File: src/rtl/ppu_vram_ctrl.sv
// PPU VRAM responder: answers fetcher reads with 1-cycle latency and owns
// the CPU $2006/$2007 path (v, w, read buffer, internal palette RAM).
module ppu_vram_ctrl #(
  parameter bit MIRROR_VERTICAL = 1'b1
) (
  input  logic        clk,
  input  logic        reset,
  input  logic        rendering,
  input  logic [15:0] render_addr,
  output logic [7:0]  render_data,
  input  logic        cpu_addr_wr,
  input  logic        cpu_data_wr,
  input  logic        cpu_data_rd,
  input  logic        cpu_latch_clr,
  input  logic        inc32,
  input  logic [7:0]  cpu_din,
  output logic [7:0]  cpu_dout,
  output logic        cpu_busy,
  output logic [12:0] chr_addr,
  input  logic [7:0]  chr_data,
  output logic [10:0] ciram_addr,
  output logic        ciram_we,
  output logic [7:0]  ciram_din,
  input  logic [7:0]  ciram_dout
);

  localparam logic [1:0] S_IDLE       = 2'd0;
  localparam logic [1:0] S_WR_COMMIT  = 2'd1;
  localparam logic [1:0] S_RD_ISSUE   = 2'd2;
  localparam logic [1:0] S_RD_CAPTURE = 2'd3;

  localparam logic [1:0] R_NONE = 2'd0;
  localparam logic [1:0] R_CHR  = 2'd1;
  localparam logic [1:0] R_NT   = 2'd2;
  localparam logic [1:0] R_PAL  = 2'd3;

  function automatic logic [1:0] region_of(input logic [13:0] a);
    if (a < 14'h2000)      region_of = R_CHR;
    else if (a < 14'h3F00) region_of = R_NT;
    else                   region_of = R_PAL;
  endfunction

  // Sprite-palette entry 0 of each group shares storage with the background one.
  function automatic logic [4:0] pal_idx(input logic [13:0] a);
    if (a[4] && (a[1:0] == 2'b00)) pal_idx = {1'b0, a[3:0]};
    else                           pal_idx = a[4:0];
  endfunction

  function automatic logic [10:0] nt_addr(input logic [13:0] a);
    nt_addr = {(MIRROR_VERTICAL ? a[10] : a[11]), a[9:0]};
  endfunction

  logic [1:0]  state_q, state_d;
  logic [13:0] v_q, v_d;
  logic        w_q, w_d;
  logic [7:0]  rd_buf_q, rd_buf_d;
  logic [7:0]  cpu_dout_q, cpu_dout_d;
  logic [7:0]  din_q, din_d;
  logic        cpu_chr_q, cpu_chr_d;
  logic [1:0]  rsel_q;
  logic [5:0]  rpal_q;
  logic [5:0]  pal_q [32];

  logic [13:0] render_a_s;
  logic [13:0] v_inc_s;
  logic [13:0] cpu_ea_s;
  logic [13:0] port_a_s;
  logic [1:0]  v_region_s;
  logic        cpu_port_s;
  logic        commit_s;
  logic        v_bump_s;
  logic        unused_s;

  assign render_a_s = render_addr[13:0];
  assign v_inc_s    = v_q + (inc32 ? 14'd32 : 14'd1);
  assign v_region_s = region_of(v_q);
  assign cpu_port_s = !rendering && ((state_q == S_RD_ISSUE) || (state_q == S_WR_COMMIT));
  // Palette reads still fetch the nametable byte underneath into the buffer.
  assign cpu_ea_s   = ((state_q == S_RD_ISSUE) && (v_q >= 14'h3F00)) ? (v_q - 14'h1000) : v_q;
  assign port_a_s   = cpu_port_s ? cpu_ea_s : render_a_s;
  assign commit_s   = (state_q == S_WR_COMMIT) && !rendering;
  assign unused_s   = ^{render_addr[15:14], port_a_s[13]};

  assign chr_addr   = reset ? 13'd0 : port_a_s[12:0];
  assign ciram_addr = reset ? 11'd0 : nt_addr(port_a_s);
  assign ciram_we   = commit_s && (v_region_s == R_NT);
  assign ciram_din  = din_q;
  assign cpu_dout   = cpu_dout_q;
  assign cpu_busy   = (state_q != S_IDLE);

  always_comb begin
    case (rsel_q)
      R_CHR:   render_data = chr_data;
      R_NT:    render_data = ciram_dout;
      R_PAL:   render_data = {2'b00, rpal_q};
      default: render_data = 8'd0;
    endcase
  end

  always_comb begin
    state_d    = state_q;
    rd_buf_d   = rd_buf_q;
    cpu_dout_d = cpu_dout_q;
    din_d      = din_q;
    cpu_chr_d  = cpu_chr_q;
    v_bump_s   = 1'b0;
    case (state_q)
      S_IDLE: begin
        if (cpu_data_wr) begin
          din_d = cpu_din;
          if (rendering) v_bump_s = 1'b1;
          else           state_d  = S_WR_COMMIT;
        end else if (cpu_data_rd) begin
          if (rendering) begin
            cpu_dout_d = rd_buf_q;
            v_bump_s   = 1'b1;
          end else begin
            cpu_dout_d = (v_region_s == R_PAL) ? {2'b00, pal_q[pal_idx(v_q)]} : rd_buf_q;
            state_d    = S_RD_ISSUE;
          end
        end else begin
          state_d = S_IDLE;
        end
      end
      S_WR_COMMIT: begin
        v_bump_s = 1'b1;
        state_d  = S_IDLE;
      end
      S_RD_ISSUE: begin
        cpu_chr_d = (region_of(cpu_ea_s) == R_CHR);
        state_d   = S_RD_CAPTURE;
      end
      S_RD_CAPTURE: begin
        rd_buf_d = cpu_chr_q ? chr_data : ciram_dout;
        v_bump_s = 1'b1;
        state_d  = S_IDLE;
      end
      default: state_d = S_IDLE;
    endcase
  end

  // A $2006 write takes priority over the post-access increment.
  always_comb begin
    if (cpu_addr_wr) begin
      if (w_q) v_d = {v_q[13:8], cpu_din};
      else     v_d = {cpu_din[5:0], v_q[7:0]};
    end else if (v_bump_s) begin
      v_d = v_inc_s;
    end else begin
      v_d = v_q;
    end
    if (cpu_latch_clr)    w_d = 1'b0;
    else if (cpu_addr_wr) w_d = ~w_q;
    else                  w_d = w_q;
  end

  always_ff @(posedge clk or posedge reset) begin
    if (reset) begin
      state_q    <= S_IDLE;
      v_q        <= 14'd0;
      w_q        <= 1'b0;
      rd_buf_q   <= 8'd0;
      cpu_dout_q <= 8'd0;
      din_q      <= 8'd0;
      cpu_chr_q  <= 1'b0;
      rsel_q     <= R_NONE;
      rpal_q     <= 6'd0;
      for (int i = 0; i < 32; i++) pal_q[i] <= 6'd0;
    end else begin
      state_q    <= state_d;
      v_q        <= v_d;
      w_q        <= w_d;
      rd_buf_q   <= rd_buf_d;
      cpu_dout_q <= cpu_dout_d;
      din_q      <= din_d;
      cpu_chr_q  <= cpu_chr_d;
      rsel_q     <= region_of(render_a_s);
      rpal_q     <= pal_q[pal_idx(render_a_s)];
      if (commit_s && (v_region_s == R_PAL)) pal_q[pal_idx(v_q)] <= din_q[5:0];
    end
  end

endmodule

File: config.mk
export PLATFORM = sky130hd
export DESIGN_NAME = ppu_vram_ctrl
export DESIGN_NICKNAME = d
export VERILOG_FILES = /design/src/rtl/ppu_vram_ctrl.sv
export SDC_FILE = /design/constraint.sdc
export NUM_CORES = 1
export LEC_CHECK = 0
export ABC_AREA = 1
export BUFFER_PORTS_ARGS = -buffer_cell sky130_fd_sc_hd__buf_2
export CAP_MARGIN = 20
export CORE_UTILIZATION = 50
export CTS_CLUSTER_SIZE = 10
export DETAILED_ROUTE_END_ITERATION = 7
export PLACE_DENSITY = 0.71
export SLEW_MARGIN = 0
export SYNTH_ARGS = -nofsm -noshare
export SYNTH_HDL_FRONTEND = slang
export SYNTH_SLANG_ARGS = --single-unit
export TNS_END_PERCENT = 10
File: constraint.sdc
create_clock -name clk -period 10.1 [get_ports clk]
set_input_delay 1.01 -clock clk [delete_from_list [all_inputs] [get_ports clk]]
set_output_delay 1.01 -clock clk [all_outputs]
set_load 0.1 [all_outputs]
# After elaboration in Yosys (flattened, before gate mapping)
# Index checks and enable logic that the tools add are counted.
[word_totals]
ff_bits = 242
inputBits = 48
output_inout_bits = 50
[classes]
addsub = 2
magnitude_cmp = 11
eq_ne = 13
muxes = 46
n_bitwise = 5
n_reduce_logical = 22
[ops]
columns = ["operator", "count"]
rows = [
  ["192-bit bitwise mux", 1],
  ["14-bit less-than comparator, second input constant", 6],
  ["6-bit binary-select mux with 5-bit select", 2],
  ["14-bit two-way mux", 4],
  ["6-bit two-way mux", 6],
  ["5-bit two-way mux", 7],
  ["6-bit demux with 5-bit select", 1],
  ["13-bit two-way mux", 2],
  ["8-bit two-way mux", 3],
  ["8-bit one-hot mux with 3 select lines", 1],
  ["6-bit >= comparator, second input constant", 3],
  ["5-bit inverter with 6-bit output", 3],
  ["2-bit two-way mux", 8],
  ["14-bit by 6-bit adder with 14-bit output", 1],
  ["14-bit >= comparator, second input constant", 1],
  ["14-bit by 13-bit subtractor with 14-bit output, second input constant", 1],
  ["2-bit equality test, second input constant", 6],
  ["11-bit two-way mux", 1],
  ["1-bit logical AND", 8],
  ["1-bit two-way mux", 8],
  ["2-bit AND reduction", 4],
  ["2-bit by 1-bit equality test with 1-bit output, second input constant", 3],
  ["2-bit logical NOT", 3],
  ["6-bit by 1-bit less-than comparator with 1-bit output, second input constant", 1],
  ["other kinds (11)", 15],
]

# Longest topological paths before layout
[depth]
depth_word = 13
mapped_depth = 13
ltp_nobuf = 11

# Worst setup path before layout
# No wires, ideal clock.
[synth_timing]
path_kind = "input-to-output"
startpoint = "input reset"
endpoint = "output ciram_addr[4]"
arrival_ns = 11.274
t_required_ns = 9.090
slack_ns = -2.184
stages = 5
n_path_buf = 2
path_cell_list = "inv_1 > clkbuf_1 > o21ai_0 > a21oi_1 > buf_4"
[synth_between]
elab_chain_len = 1
[synth_lines]
columns = ["element", "line", "rtl"]
rows = [
  ["start: declaration", "7", "input logic reset,"],
  ["11-bit two-way mux", "85", "assign ciram_addr = reset ? 11'd0 : nt_addr(port_a_s);"],
  ["end: declaration", "21", "output logic [10:0] ciram_addr,"],
]
# No other way between the ends.

# Final worst setup path
[layout_timing]
startpoint = "input reset"
endpoint = "output ciram_addr[3]"
# The elaborated chain is that of the path after synthesis.

==> impl_metrics.tcl <==
set metrics [dict create \
    crit_arrival_ns 3.62 \
    holdCritPathClass "reg -> reg" \
    die_width_um 166 \
    place.gp.congestion 0.952 \
    top_library_cells_by_usage_in_the_layout_fill_and_taps_aside "sky130_fd_sc_hd__nand2_1, sky130_fd_sc_hd__dfrtp_1, sky130_fd_sc_hd__o21ai_0" \
    cts_hold_buf 0 \
    yosysWarnings 0 \
    clock_root_buffer_master "sky130_fd_sc_hd__clkbuf_16" \
    timing.critical_path.mode_cell "sky130_fd_sc_hd__buf_2" \
    syn-num-nets 1923 \
    dieArea_mm2 0.0274 \
    tightest_slew_ns 1.16 \
    port_buffers 95 \
    irDropWorstVdd_mv 0.172 \
    detailedRoute.firstIterationViolations 1545 \
    antenna-diode-count 0 \
    report.final.hold_viol_count 0 \
    grt_pass1_wl_mm 64.4 \
    violations "design-rule violations" \
    timing_max_transition_violations_final 0 \
    h-tree-depth 1 \
    most_common_cell_after_layout_fill_and_taps_aside "sky130_fd_sc_hd__nand2_1" \
    clock_tree_from_tritoncts "built" \
    grt_antenna_before_repair 1 \
    final_min_period_over_clock_period_pct 45.8 \
    critical_path.startpoint_type "primary input" \
    clock_sinks 241 \
    max-clock-path-buffers 3 \
    fin_crit_ns 4.63 \
    clk-insertion-delay-late_ns 0.55 \
    worst_slew_margin_rel_pct 22.3 \
    ys_ff_latch 241 \
    outcome "complete, but fails checks" \
    setup.worst_path.class "in -> out" \
    drt_pass1_iterations 8 \
    clock.fmax_ghz 0.216 \
    drive_gt1_share_pct 9.45 \
    met2WireLength_mm 17.8 \
    core_mm2 0.0261 \
    worst_clock_skew_ns 0.0121 \
    area.growth.synth_to_final_pct 8.38 \
    tns_ns 0 \
    routedLengthMet1_mm 17.1 \
    timing.critical_path.max_delay_family "buffers and inverters" \
    ioPinCount 98 \
    track_usage_pct 29.4 \
    grt_start_max_net_pins 151 \
    critical_path.cell_chain "buf_2 > inv_8 > buf_4 > o21ai_0 > a21oi_1 > buf_2" \
    met3_routed_wirelength_mm 3.65 \
    fin_area_mm2 0.0145 \
    synth_cell_types 39 \
    power.density_cell_area_mw_per_mm2 234 \
    max-cap-violations 0 \
    drt_drc_violations_left 22 \
    post_synth.cell_area_avg_um2 7.17 \
    detailed_place_hpwl_mm 25.9 \
    cts-resized-gates 0 \
    grt_overflow 0 \
    power.leakage_nw 6.91 \
    drt.antenna.violating_nets 0 \
    topRoutingLayerUsed "met5" \
    cts-buffers-inserted 28 \
    start_util_pct 51.2 \
    vias_per_cell 5.82 \
    worst-endpoint-required_ns 9.09 \
    crit_path_end_kind "output port" \
    fin_nets 1911 \
    drt_wl_total_mm 40.4 \
    cts_clock_pin_slew_for_the_worst_setup_and_hold_paths_ns 0.05 \
    first_global_vias 11800 \
    fp.dieH_um 166 \
    cts.repair_timing.setup_buffer_count 0 \
    postSynthCellCount 1867 \
    route.vias.total 12800 \
    grt_setup_unrepaired "false" \
    timing.critical_path.buf_inv 4 \
    cp_slowest_stage_delay_ns 0.72 \
    worstPathMaxFanout 150 \
    post_dp_cell_area_mm2 0.0137 \
    setup_violations 0 \
    placement_rows 59 \
    syn_area_mm2 0.0134 \
    seq_area_frac_synth_pct 45.0 \
    standard_cell_with_the_maximum_stage_delay_on_the_critical_path "sky130_fd_sc_hd__buf_4" \
    wl_per_cell_um 18.4 \
]
==> cells in the mapped netlist <==
library cell,instances,area (um^2)
sky130_fd_sc_hd__nor2_4,3,33.8
sky130_fd_sc_hd__nand4_4,1,21.3
sky130_fd_sc_hd__nor2_8,1,20.0
sky130_fd_sc_hd__clkinv_1,2,7.51
sky130_fd_sc_hd__inv_6,1,8.76
sky130_fd_sc_hd__o311ai_0,1,8.76
sky130_fd_sc_hd__inv_1,97,364
sky130_fd_sc_hd__nand2_4,1,11.3
sky130_fd_sc_hd__nand3_1,112,561
sky130_fd_sc_hd__ha_1,8,100
sky130_fd_sc_hd__nand2_2,1,6.26
sky130_fd_sc_hd__buf_4,16,120
sky130_fd_sc_hd__inv_2,4,15.0
sky130_fd_sc_hd__buf_12,1,20.0
sky130_fd_sc_hd__o21bai_1,1,7.51
sky130_fd_sc_hd__nor2_2,5,31.3
sky130_fd_sc_hd__o21ai_0,215,1080
sky130_fd_sc_hd__or2_2,1,6.26
sky130_fd_sc_hd__nor3_1,10,50.1
sky130_fd_sc_hd__nand3b_1,1,7.51
sky130_fd_sc_hd__o211ai_1,44,330
sky130_fd_sc_hd__o31ai_1,2,15.0
sky130_fd_sc_hd__o2111ai_1,3,26.3
sky130_fd_sc_hd__buf_2,41,205
sky130_fd_sc_hd__nand2_1,634,2380
sky130_fd_sc_hd__nand3_4,1,17.5
sky130_fd_sc_hd__a21oi_1,55,275
sky130_fd_sc_hd__nor2_1,145,544
sky130_fd_sc_hd__o21ai_2,2,17.5
sky130_fd_sc_hd__o21ai_1,84,420
sky130_fd_sc_hd__buf_1,7,26.3
sky130_fd_sc_hd__clkbuf_1,86,323
sky130_fd_sc_hd__a22oi_1,1,7.51
sky130_fd_sc_hd__dfrtp_1,241,6030
sky130_fd_sc_hd__o21ai_4,1,16.3
sky130_fd_sc_hd__nand4_1,15,93.8
sky130_fd_sc_hd__o22ai_1,12,75.1
sky130_fd_sc_hd__nand3_2,9,90.1
sky130_fd_sc_hd__buf_6,2,22.5
==> flip-flops by register name (all words and copies together), names as in the netlist <==
signal,count
ciram_din,8
cpu_chr_q,1
cpu_dout,8
pal_q,191
rd_buf_q,8
rpal_q,6
rsel_q,2
state_q,2
v_q,14
w_q,1
==> power breakdown <==
| part | internal, mW | switching [mW] | total, mW |
|---|---|---|---|
| logic | 0.223 | 1.14 | 1.36 |
| registers | 1.05 | 0.0848 | 1.13 |
| clock network | 0.516 | 0.383 | 0.899 |
==> area by class of cell <==
cell class	count	area [um^2]
well taps	335	419
multi-input cells	1369	6260
clock buffers	37	766
fillers	2542	11600
flip-flops and latches	241	6030
inverters	104	403
repair buffers	111	638
==> path summary, 6_finish.rpt <==
path / startpoint / end / slack (ns) / cells past startpoint
worst min-delay path: pal_q[94] / pal_q[94] / 0.37 / 0
min in group asynchronous: reset / cpu_dout[6] / 0.70 / 2
worst max-delay path: reset / ciram_addr[3] / 5.47 / 6
max in group asynchronous: reset / pal_q[137] / 8.08 / 3
worst max register to register: v_q[0] / pal_q[84] / 6.60 / 7
worst min register to register: pal_q[94] / pal_q[94] / 0.37 / 0
==> layer usage <==
| metal | track usage, % | vias to the layer above |
|---|---|---|
| met2 | 45.2 | 623 |
| met1 | 40.8 | 6001 |
| met4 | 13.2 | 2 |
| li1 | - | 6045 |
| met3 | 5.21 | 124 |
| met5 | 0 | - |
==> metrics by stage <==
| step | util [%] | std cells | total power, mW | setup slack (ns) | hold WS (ns) |
|---|---|---|---|---|---|
| 4_1_cts | 55.4 | 2196 | 3.37 | 5.42 | 0.373 |
| 3_3_place_gp | 52.4 | 2158 | 2.45 | 5.46 | 0.360 |
| 5_1_grt | 55.5 | 2197 | 3.52 | 5.21 | 0.378 |
| 6_report | 55.5 | 2197 | 3.40 | 5.47 | 0.373 |
| 2_1_floorplan | - | 1867 | 2.15 | 2.09 | 0.424 |
| 3_5_place_dp | 52.5 | 2159 | 2.48 | 5.42 | 0.361 |
==> worst reg2reg max path, cell delays in order, from the launching register on <==
cell	delay, ns
sky130_fd_sc_hd__dfrtp_2	0.56
sky130_fd_sc_hd__buf_4	0.56
sky130_fd_sc_hd__nand2_1	0.51
sky130_fd_sc_hd__inv_1	0.58
sky130_fd_sc_hd__buf_4	0.34
sky130_fd_sc_hd__nand4_1	0.47
sky130_fd_sc_hd__nand2_1	0.21
sky130_fd_sc_hd__o21ai_0	0.11
==> cell families (layout without fill, tap and decap cells) <==
| group | Yosys count | count (layout) | synth area share, % |
|---|---|---|---|
| adders and majority gates | 8 | 8 | 0.747 |
| buffers and inverters | 257 | 252 | 8.31 |
| and+or+nand+nor | 940 | 940 | 28.9 |
| AOI/OAI and AO/OA | 421 | 421 | 17.0 |
| DFF | 241 | 241 | 45.0 |
(Power assumes the default switching activity.)
